===== src/rtl/l15_data_refill_writer.sv =====
// l15_data_refill_writer
//   Collects refill beats into full data-RAM words and writes each word to
//   the single-ported data SRAM. Lookup reads share the same port. A refill
//   write always wins, and a refused read is retried by its requester.
//
//   Ports
//     clk, rst_n                         clock, async active-low reset
//     refill_req_i/gnt_o, refill_addr_i  start of a line refill (line address)
//     beat_valid_i/ready_o, beat_data_i, beat_err_i   refill beat stream
//     rd_req_i/gnt_o, rd_addr_i          lookup read request
//     mem_req/write/addr/wdata/be_o      data SRAM port
//     refill_done_o, refill_err_o        end-of-line pulse and its error flag
//     busy_o                             refill in progress

// One beat-wide slice of the assembly buffer.
module l15_refill_beat_slice #(
  parameter int W = 64
) (
  input  logic         clk,
  input  logic         rst_n,
  input  logic         we,
  input  logic [W-1:0] d,
  output logic [W-1:0] q
);
  always_ff @(posedge clk or negedge rst_n)
    if (!rst_n)  q <= '0;
    else if (we) q <= d;
endmodule

module l15_data_refill_writer #(
  parameter int DATA_WIDTH     = 128,
  parameter int BEAT_WIDTH     = 64,
  parameter int ADDR_WIDTH     = 7,
  parameter int WORDS_PER_LINE = 2
) (
  input  logic                    clk,
  input  logic                    rst_n,
  input  logic                    refill_req_i,
  output logic                    refill_gnt_o,
  input  logic [ADDR_WIDTH-1:0]   refill_addr_i,
  input  logic                    beat_valid_i,
  output logic                    beat_ready_o,
  input  logic [BEAT_WIDTH-1:0]   beat_data_i,
  input  logic                    beat_err_i,
  input  logic                    rd_req_i,
  output logic                    rd_gnt_o,
  input  logic [ADDR_WIDTH-1:0]   rd_addr_i,
  output logic                    mem_req_o,
  output logic                    mem_write_o,
  output logic [ADDR_WIDTH-1:0]   mem_addr_o,
  output logic [DATA_WIDTH-1:0]   mem_wdata_o,
  output logic [DATA_WIDTH/8-1:0] mem_be_o,
  output logic                    refill_done_o,
  output logic                    refill_err_o,
  output logic                    busy_o
);
  localparam int RATIO  = DATA_WIDTH / BEAT_WIDTH;
  localparam int LW     = $clog2(WORDS_PER_LINE);     // word-in-line bits, 0 for 1 word/line
  localparam int WCW    = (LW > 0) ? LW : 1;
  localparam int BCW    = (RATIO > 1) ? $clog2(RATIO) : 1;
  localparam int BASE_W = ADDR_WIDTH - LW;

  typedef enum logic [1:0] {IDLE, COLLECT, WRITE} state_t;

  state_t                            state, state_d;
  logic [BASE_W-1:0]                 base;
  logic [BCW-1:0]                    beat_cnt;
  logic [WCW-1:0]                    word_cnt;
  logic                              err;
  logic [RATIO-1:0][BEAT_WIDTH-1:0]  buffer;   // beat 0 in the LSBs
  logic [ADDR_WIDTH-1:0]             wr_addr;
  logic                              beat_acc, last_beat, last_word;

  assign beat_acc  = beat_valid_i && (state == COLLECT);
  assign last_beat = (beat_cnt == BCW'(RATIO - 1));
  assign last_word = (word_cnt == WCW'(WORDS_PER_LINE - 1));

  generate
    for (genvar i = 0; i < RATIO; i++) begin : g_slice
      l15_refill_beat_slice #(.W(BEAT_WIDTH)) u_slice (
        .clk   (clk),
        .rst_n (rst_n),
        .we    (beat_acc && (beat_cnt == BCW'(i))),
        .d     (beat_data_i),
        .q     (buffer[i])
      );
    end
    // Write address stays inside the captured line: only word_cnt varies.
    if (LW > 0) begin : g_addr_line
      assign wr_addr = {base, word_cnt};
    end else begin : g_addr_word
      assign wr_addr = base;
    end
  endgenerate

  always_ff @(posedge clk or negedge rst_n) begin
    if (!rst_n) begin
      state    <= IDLE;
      base     <= '0;
      beat_cnt <= '0;
      word_cnt <= '0;
      err      <= 1'b0;
    end else begin
      state <= state_d;
      case (state)
        IDLE: if (refill_req_i) begin
          base     <= refill_addr_i[ADDR_WIDTH-1 -: BASE_W];
          beat_cnt <= '0;
          word_cnt <= '0;
          err      <= 1'b0;
        end
        COLLECT: if (beat_acc) begin
          err      <= err | beat_err_i;
          beat_cnt <= last_beat ? '0 : beat_cnt + BCW'(1);
        end
        WRITE: if (!last_word) word_cnt <= word_cnt + WCW'(1);
        default: ;
      endcase
    end
  end

  always_comb begin
    state_d       = state;
    refill_gnt_o  = (state == IDLE);
    beat_ready_o  = (state == COLLECT);
    busy_o        = (state != IDLE);
    rd_gnt_o      = rd_req_i && (state != WRITE);
    mem_req_o     = 1'b0;
    mem_write_o   = 1'b0;
    mem_addr_o    = rd_addr_i;
    mem_wdata_o   = buffer;
    mem_be_o      = '0;
    refill_done_o = 1'b0;
    refill_err_o  = 1'b0;

    case (state)
      IDLE:    if (refill_req_i) state_d = COLLECT;
      COLLECT: if (beat_acc && last_beat) state_d = WRITE;
      WRITE:   state_d = last_word ? IDLE : COLLECT;
      default: state_d = IDLE;
    endcase

    if (state == WRITE) begin
      mem_req_o     = 1'b1;
      mem_write_o   = 1'b1;
      mem_addr_o    = wr_addr;
      mem_be_o      = '1;
      // err already holds the final beat's flag: it was registered on acceptance.
      refill_done_o = last_word;
      refill_err_o  = last_word && err;
    end else if (rd_gnt_o) begin
      mem_req_o = 1'b1;
    end
  end
endmodule


===== config.mk =====
export PLATFORM = sky130hd
export DESIGN_NAME = l15_data_refill_writer
export DESIGN_NICKNAME = d
export VERILOG_FILES = /design/src/rtl/l15_data_refill_writer.sv
export SDC_FILE = /design/constraint.sdc
export NUM_CORES = 1
export LEC_CHECK = 0
export CORE_ASPECT_RATIO = 0.5
export CORE_MARGIN = 2
export CORE_UTILIZATION = 43
export DETAILED_ROUTE_END_ITERATION = 6
export HOLD_SLACK_MARGIN = 0.06
export MAX_ROUTING_LAYER = met4
export PLACE_DENSITY = 0.9
export SLEW_MARGIN = 5
export SYNTH_ARGS = -nofsm -noshare
export SYNTH_HDL_FRONTEND = slang
export SYNTH_SLANG_ARGS = --single-unit

===== constraint.sdc =====
create_clock -name clk -period 2.5 [get_ports clk]
set_input_delay 0.5 -clock clk [delete_from_list [all_inputs] [get_ports clk]]
set_output_delay 0.5 -clock clk [all_outputs]
set_load 0.01 [all_outputs]

==> results of run 1 <==
## metal layers
layer | track usage [%] | vias up | part of all wire [%]
li1 | - | 1635 | -
met3 | 3.37 | 32 | 2.5
met2 | 40.1 | 82 | 57
met4 | 9.25 | 0 | 2.8
met1 | 22.9 | 1913 | 38
met5 | - | - | 0
## kinds of logic (layout without fill, tap and decap cells)
| kind of cell | count (synthesis) | in the layout | synth area share, % |
|---|---|---|---|
| AND/OR/NAND/NOR | 16 | 16 | 2.14 |
| buffers and inverters | 35 | 282 | 5.73 |
| AO/OA/AOI/OAI | 5 | 5 | 0.676 |
| multiplexers | 141 | 141 | 30.9 |
| flip-flops | 139 | 139 | 60.6 |
## path summary, 6_finish.rpt
check	start	endpoint	slack, ns	cells after the start
max in group asynchronous	rst_n	g_slice[1].u_slice.q[42]	1.07	3
setup reg to reg	state[1]	g_slice[0].u_slice.q[15]	0.80	4
hold reg to reg	g_slice[1].u_slice.q[5]	g_slice[1].u_slice.q[5]	0.50	1
hold / removal	g_slice[1].u_slice.q[5]	g_slice[1].u_slice.q[5]	0.50	1
setup / recovery	state[0]	mem_be_o[11]	0.10	4
min in group asynchronous	rst_n	g_slice[1].u_slice.q[13]	0.62	2
## per-stage QoR
step | util (%) | total power, mW | area (µm²)
6_report | 67.5 | 11.7 | 8670
5_1_grt | 67.5 | 12.2 | 8670
4_1_cts | 67.5 | 11.8 | 8660
3_5_place_dp | 63.6 | 9.59 | 8170
3_3_place_gp | 63.6 | 9.37 | 8170
2_1_floorplan | - | 6.70 | 5740
## synthesized netlist by cell type, drive strengths merged
master and count:
buf 31, o211ai 1, mux2 141, dfrtp 139
nand2 1, and4bb 1, or2b 1, or2 1
nand4b 2, and2b 2, and2 2, and3 2
nor3b 1, o22ai 1, nand2b 2, nor2b 1
o21bai 1, a21o 1, inv 4, a221o 1
## power breakdown
part | switching (mW) | leakage [nW] | total [mW] | internal, mW
Sequential | 0.663 | 1.64 | 4.08 | 3.41
Combinational | 1.99 | 1.87 | 5.49 | 3.50
Clock | 0.853 | 0.239 | 2.13 | 1.28
Total | 3.51 | 3.75 | 11.7 | 8.19
## area by class of cell
| cell class | count | area (µm²) | area share (%) |
|---|---|---|---|
| multi-input cells | 162 | 1940 | 22.3 |
| repair buffers | 252 | 2540 | 29.2 |
| clock buffers | 22 | 464 | 5.35 |
| inverters | 4 | 20.0 | 0.231 |
| well taps | 170 | 213 | 2.45 |
| flip-flops and latches | 139 | 3480 | 40.1 |
| clock inverters | 4 | 22.5 | 0.260 |
## what timing repair did
action | CTS | global route
endpoints found under the setup margin | 23 | 16
gates resized for setup | 8 | 2
hold endpoints to repair | 46 | 0
hold buffers | 1 | 0
## registers in the layout (all words and copies together) (netlist names)
| name | count |
|---|---|
| base | 6 |
| last_word | 1 |
| state | 2 |
| err | 1 |
| beat_cnt | 1 |
| g_slice.u_slice.q | 128 |
==> results.toml, run 1 <==
[global_routing]
antenna_found_initial = 0
grt_pass1_vias = 4128
grt_max_degree = 63
grt_usage_pct = 21.4
gr-total-overflow = 0
grt_pass1_wl_um = 22800

[drt]
dr.pass1.iters = 7
ant_nets = 0
viasPerCell = 4.86
drc = 5
wl_um = 14600
drt_iter0_drc = 122
num_vias = 3662
wl_per_cell_um = 19.3

[timing]
setup_viol = 0
period_minus_slack_ns = 2.40
finalSetupTns_ns = 0
holdWs_ns = 0.502
skew_ns = 0.0101
rsz0062_at_grt = "false"
slew_violations = 0
worst_slack_ns = 0.104
max_freq_mhz = 417
hold_violations = 0
worst-slew-pin-transition_ns = 0.495
min_period_over_period_pct = 95.8
relSlewSlack_pct = 66.9

[floorplan]
die_area_um2 = 14300
die_y_um = 85.7
die_w_um = 167
start_util_pct = 44.7
core-area_um2 = 12800
rows = 29
ioPinCount = 243

[synth]
ys_seq_area_share_pct = 60.6
synth_area_um2 = 5740
syn_inst = 336
syn_nets = 420
synth-warning-count = 0
avgSynthCellArea_um2 = 17.1
ys_seq_elements = 139
ys_types = 26
synth_top_area_share_pct = 60.6
synth.top_cells.by_area = "dfrtp_1 61%, mux2_2 18%, mux2_4 13%, buf_4 2.2%, buf_12 1.7%"
yosys.area.top_type = "dfrtp_1"

[finish]
syn2layout_area_growth_pct = 51.0
layout_commonest_cell = "clkdlybuf4s50_1"
final_cells = 753
fin_nets = 660
drive_gt1_share_pct = 30.9
diodes = 0
num-fill-cells = 899
mostFrequentLayoutCells = "234 x clkdlybuf4s50_1, 139 x dfrtp_1, 92 x mux2_2"

[critical_path]
cpMaxStageDelayCell = "clkdlybuf4s50_1"
path_cells = "or2b_4 -> inv_6 -> buf_6 -> clkdlybuf4s50_1"
worst-path-buf-inv = 3
critPathCaptureType = "primary output"
crit_required_ns = 2.00
cp-start-kind = "flip-flop"
cp.arrival_ns = 1.90
worstSetupPathType = "flip-flop to primary output"
crit_fanout = 16
worst_path_dominant_cell_family = "buffers and inverters"
critPathMaxStageDelay_ns = 0.55

[clock_tree]
clock-sinks = 139
htree_num_levels = 4
clk_pin_slew_ns = 0.05
cts_made_buffers = 17
root_buffer = "clkbuf_16"
post_cts_buffers = 0
clk-insertion-delay-late_ns = 0.40
cts_buffer_depth = 2
tritoncts = "built"

[run]
cap_violations = 0

[power]
ir_drop_mv = 0.580
leakagePower_nw = 3.75
powerDensity_nw_per_um2 = 1350

[worst_hold_path]
min_path_type = "flip-flop to flip-flop"

[placement]
dp_hpwl_um = 10400
pre_cts_slack_ns = 0.251
dp_cells = 726
port_buffers = 241
place.gp.congestion = 0.768

[status]
status = "complete, but fails checks"
violations = "DRC"
(Power assumes the default switching activity.)
==> run 2: changes to the inputs <==
--- a/config.mk
+++ b/config.mk
@@ -7,11 +7,11 @@
 export LEC_CHECK = 0
 export CORE_ASPECT_RATIO = 0.5
 export CORE_MARGIN = 2
-export CORE_UTILIZATION = 43
+export CORE_UTILIZATION = 33
 export DETAILED_ROUTE_END_ITERATION = 6
-export HOLD_SLACK_MARGIN = 0.06
+export HOLD_SLACK_MARGIN = 0.02
 export MAX_ROUTING_LAYER = met4
-export PLACE_DENSITY = 0.9
+export PLACE_DENSITY = 0.74
 export SLEW_MARGIN = 5
 export SYNTH_ARGS = -nofsm -noshare
 export SYNTH_HDL_FRONTEND = slang
==> results.toml, run 2 (synthesis results as in run 1) <==
[finish]
largest_register = "g_slice.u_slice.q"
fin_nets = 661
largest_reg_flops = 128
num-fill-cells = 1448
ff_latch_area_um2 = 3480
drive_gt1_share_pct = 32.1
biggestRegsByFlops = "g_slice.u_slice.q: 128 flops, base: 6 flops, state: 2 flops"
syn2layout_area_growth_pct = 54.5
diodes = 0
design_area_um2 = 8870
mostFrequentLayoutCells = "231 x clkdlybuf4s50_1, 139 x dfrtp_1, 92 x mux2_2"
layout_commonest_cell = "clkdlybuf4s50_1"
multi_input_area_um2 = 1930

[critical_path]
crit_required_ns = 2.00
worstReg2RegStart = "state[1]"
cp-start-kind = "flip-flop"
critPathCaptureType = "primary output"
critPathLaunch = "state[0]"
cpMaxStageDelayCell = "dfrtp_1"
path_cells = "or2b_1 -> inv_4 -> buf_4 -> mux2_2 -> dlygate4sd2_1"
critPathMaxStageDelay_ns = 0.37
crit_fanout = 8
worstSetupPathType = "flip-flop to primary output"
cp.arrival_ns = 1.91

[power]
powerDensity_nw_per_um2 = 1360
finalPower_mw = 12.0
leakagePower_nw = 3.82
ir_drop_mv = 0.593

[global_routing]
use_met3_pct = 3.07
antenna_found_initial = 0
grt_pass1_vias = 3861
top_usage_layer = "met2"
grtUsageMet2_pct = 29.7
grt_max_degree = 73
grt_usage_pct = 16.6
grt_pass1_wl_um = 22700
gr-total-overflow = 0
use_met1_pct = 18.0

[placement]
placed_area_um2 = 8270
place.gp.congestion = 0.756
port_buffers = 241
dp_hpwl_um = 10300

[floorplan]
die_w_um = 191
ioPinCount = 243
rows = 34
die_y_um = 97.3
core-area_um2 = 17200
start_util_pct = 33.4
die_area_um2 = 18500

[timing]
min_period_over_period_pct = 96.3
max_freq_mhz = 415
finalSetupTns_ns = 0
period_minus_slack_ns = 2.41
rsz0062_at_grt = "false"
worst-slew-pin-transition_ns = 0.682
slew_violations = 0
relSlewSlack_pct = 54.6
hold_violations = 0
holdWs_ns = 0.0849
skew_ns = 0.00926
setup_viol = 0

[clock_tree]
clk-insertion-delay-late_ns = 0.42
htree_num_levels = 4
clock-sinks = 139
root_buffer = "clkbuf_16"
clk_pin_slew_ns = 0.07
tritoncts = "built"
cts_buffer_depth = 2
cts_made_buffers = 17

[drt]
drc = 0
wl_um = 14500
num_vias = 3629
viasPerCell = 4.41
ant_nets = 0
wl_per_cell_um = 17.6
dr.pass1.iters = 4
drt_iter0_drc = 88

[worst_hold_path]
min_path_type = "input pin to async pin"

[status]
status = "finished, final reports clean"

[run]
cap_violations = 0
-- run 2: changes by cell type in the layout (fill, tap and decap cells not counted), sizes merged --
cell / previous run / this run
buf: 11 / 13
bufinv: 0 / 2
clkbuf: 22 / 19
clkdlybuf4s50: 234 / 231
clkinvlp: 1 / 4
dlygate4sd2: 5 / 7
dlygate4sd3: 1 / 0
dlymetal6s2s: 1 / 2
inv: 4 / 7
-- run 2: worst max-delay path, delay by kind of cell (launching register included) --
family	cells	cell delay [ns]
buffers and inverters	3	0.54
flip-flops	1	0.37
multiplexers	1	0.32
AND/OR/NAND/NOR	1	0.28
-- run 2: layout make-up --
cell class	instances	share of cell area, %
clock buffers	19	5.11
clock inverters	12	1.57
inverters	4	0.198
multi-input cells	162	21.8
flip-flops and latches	139	39.2
well taps	234	3.30
repair buffers	253	28.8
-- run 2: metrics by stage --
step	std cells	worst slack, ns	util [%]
after floorplan	336	0.501	-
after global routing	823	0.00494	51.6
after global placement	791	0.287	48.1
after detailed placement	791	0.267	48.1
final	823	0.0932	51.6
after CTS	823	0.0261	51.5
-- run 2: worst paths after layout --
kind,to,slack (ns),cells after the start
worst max register to register,g_slice[0].u_slice.q[20],0.78,4
worst min register to register,g_slice[1].u_slice.q[43],0.50,1
max in group asynchronous,g_slice[0].u_slice.q[40],1.70,2
worst min-delay path,g_slice[1].u_slice.q[21],0.08,1
min in group clk,g_slice[1].u_slice.q[43],0.50,1
worst max-delay path,mem_addr_o[6],0.09,5
-- run 2: power by group --
part | total [mW] | internal (mW) | switching, mW | leakage [nW]
sequential | 4.02 | 3.41 | 0.609 | 1.64
clock | 2.53 | 1.53 | 1.00 | 0.278
combinational | 5.47 | 3.51 | 1.97 | 1.90
total | 12.0 | 8.44 | 3.58 | 3.82
-- run 2: timing repair --
action	in CTS	in global routing
resized for setup	8	3
hold buffers	0	0
setup endpoints to repair	22	17
setup buffers	1	0
-- run 2: metal layers --
layer / share of wire [%] / wire [µm]
met1: 39 / 5700
met4: 2.5 / 368
met3: 2.1 / 303
met2: 56 / 8100
met5: 0 / 0
==> run 3: changes to the inputs <==
--- a/config.mk
+++ b/config.mk
@@ -7,12 +7,12 @@
 export LEC_CHECK = 0
 export CORE_ASPECT_RATIO = 0.5
 export CORE_MARGIN = 2
-export CORE_UTILIZATION = 33
+export CORE_UTILIZATION = 43
 export DETAILED_ROUTE_END_ITERATION = 6
 export HOLD_SLACK_MARGIN = 0.02
 export MAX_ROUTING_LAYER = met4
-export PLACE_DENSITY = 0.74
-export SLEW_MARGIN = 5
+export PLACE_DENSITY = 0.9
+export SLEW_MARGIN = 20
 export SYNTH_ARGS = -nofsm -noshare
 export SYNTH_HDL_FRONTEND = slang
 export SYNTH_SLANG_ARGS = --single-unit
==> results.toml, run 3 (synthesis results as in run 1) <==
[status]
status = "complete, but fails checks"
violations = "DRC"

[global_routing]
gr-total-overflow = 0
grt_max_degree = 63
grt_pass1_vias = 4121
grt_usage_pct = 21.4
antenna_found_initial = 0
grt_pass1_wl_um = 22800

[drt]
ant_nets = 0
wl_um = 14500
drc = 5
num_vias = 3652
wl_per_cell_um = 19.3
dr.pass1.iters = 7
viasPerCell = 4.86
drt_iter0_drc = 128

[finish]
design_area_um2 = 8660
drive_gt1_share_pct = 30.9
fin_nets = 659
layout_commonest_cell = "clkdlybuf4s50_1"
biggestRegsByFlops = "g_slice.u_slice.q: 128 flops, base: 6 flops, state: 2 flops"
ff_latch_area_um2 = 3480
multi_input_area_um2 = 1940
largest_register = "g_slice.u_slice.q"
largest_reg_flops = 128
final_cells = 752
diodes = 0
syn2layout_area_growth_pct = 50.9
num-fill-cells = 899
mostFrequentLayoutCells = "234 x clkdlybuf4s50_1, 139 x dfrtp_1, 92 x mux2_2"

[clock_tree]
clk-insertion-delay-late_ns = 0.40
clock-sinks = 139
clk_pin_slew_ns = 0.05
cts_buffer_depth = 2
tritoncts = "built"
root_buffer = "clkbuf_16"
cts_made_buffers = 17
post_cts_buffers = 0
htree_num_levels = 4

[timing]
period_minus_slack_ns = 2.40
rsz0062_at_grt = "false"
relSlewSlack_pct = 66.9
hold_violations = 0
setup_viol = 0
slew_violations = 0
max_freq_mhz = 417
min_period_over_period_pct = 95.8
holdWs_ns = 0.0228
skew_ns = 0.0101
finalSetupTns_ns = 0
worst-slew-pin-transition_ns = 0.495

[critical_path]
worstSetupPathType = "flip-flop to primary output"
rr_worst_depth = 4
crit_fanout = 16
critPathCaptureType = "primary output"
cp-start-kind = "flip-flop"
crit_required_ns = 2.00
cp.arrival_ns = 1.90

[power]
leakagePower_nw = 3.75
powerDensity_nw_per_um2 = 1350
ir_drop_mv = 0.580

[floorplan]
core-area_um2 = 12800
die_y_um = 85.7
rows = 29
ioPinCount = 243
start_util_pct = 44.7
die_area_um2 = 14300
die_w_um = 167

[placement]
place.gp.congestion = 0.768
placed_area_um2 = 8170
dp_hpwl_um = 10400
dp_cells = 726
port_buffers = 241

[run]
cap_violations = 0

[worst_hold_path]
min_path_type = "input pin to async pin"
[run 3: cell types whose count changed in the layout (fill, tap and decap cells not counted), sizes merged]
cell	before	now
inv	7	4
clkdlybuf4s50	231	234
clkinvlp	4	1
dlymetal6s2s	2	1
dlygate4sd2	7	5
clkbuf	19	22
bufinv	2	0
buf	13	11
[run 3: final cells by class]
class | instances | share of cell area [%]
clock inverter | 4 | 0.260
multi-input combinational | 162 | 22.4
sequential | 139 | 40.2
timing repair buffer | 251 | 29.2
inverter | 4 | 0.231
tap | 170 | 2.46
clock buffer | 22 | 5.36
[run 3: worst paths after layout]
check                           slack (ns)               startpoint                       end
worst max-delay path                  0.10                 state[0]              mem_be_o[11]
worst min-delay path                  0.02                    rst_n  g_slice[1].u_slice.q[13]
worst max register to register        0.80                 state[1]  g_slice[0].u_slice.q[15]
worst min register to register        0.50  g_slice[1].u_slice.q[5]   g_slice[1].u_slice.q[5]
max in group asynchronous             1.67                    rst_n  g_slice[1].u_slice.q[42]
min in group clk                      0.50  g_slice[1].u_slice.q[5]   g_slice[1].u_slice.q[5]
[run 3: metrics by stage]
step,util [%],worst slack [ns],power (mW)
floorplan,-,0.501,6.70
global placement,63.6,0.301,9.37
detailed placement,63.6,0.251,9.59
CTS,67.4,0.0276,11.8
global route,67.4,0.0263,12.2
finish,67.4,0.105,11.7
[run 3: worst max-delay path: stages, from the launching register on]
cell and delay, ns:
dfrtp_1 0.38, or2b_4 0.30, inv_6 0.11, buf_6 0.16, clkdlybuf4s50_1 0.55
[run 3: timing repair]
item / in CTS / in global routing
resized for setup: 8 / 2
cloned: 0 / 0
setup endpoints to repair: 23 / 16
hold buffers: 0 / 0
[run 3: report_power, final]
| group | internal, mW | total, mW | switching, mW |
|---|---|---|---|
| sequential | 3.41 | 4.08 | 0.663 |
| clock | 1.28 | 2.13 | 0.853 |
| combinational | 3.50 | 5.49 | 1.99 |
| total | 8.19 | 11.7 | 3.50 |
[run 3: routing by layer]
metal	wire length [µm]	GRT usage (%)	part of all wire, %
met1	5500	22.9	38
met2	8270	39.9	57
met3	346	3.37	2.4
met5	0	-	0
met4	416	9.25	2.9
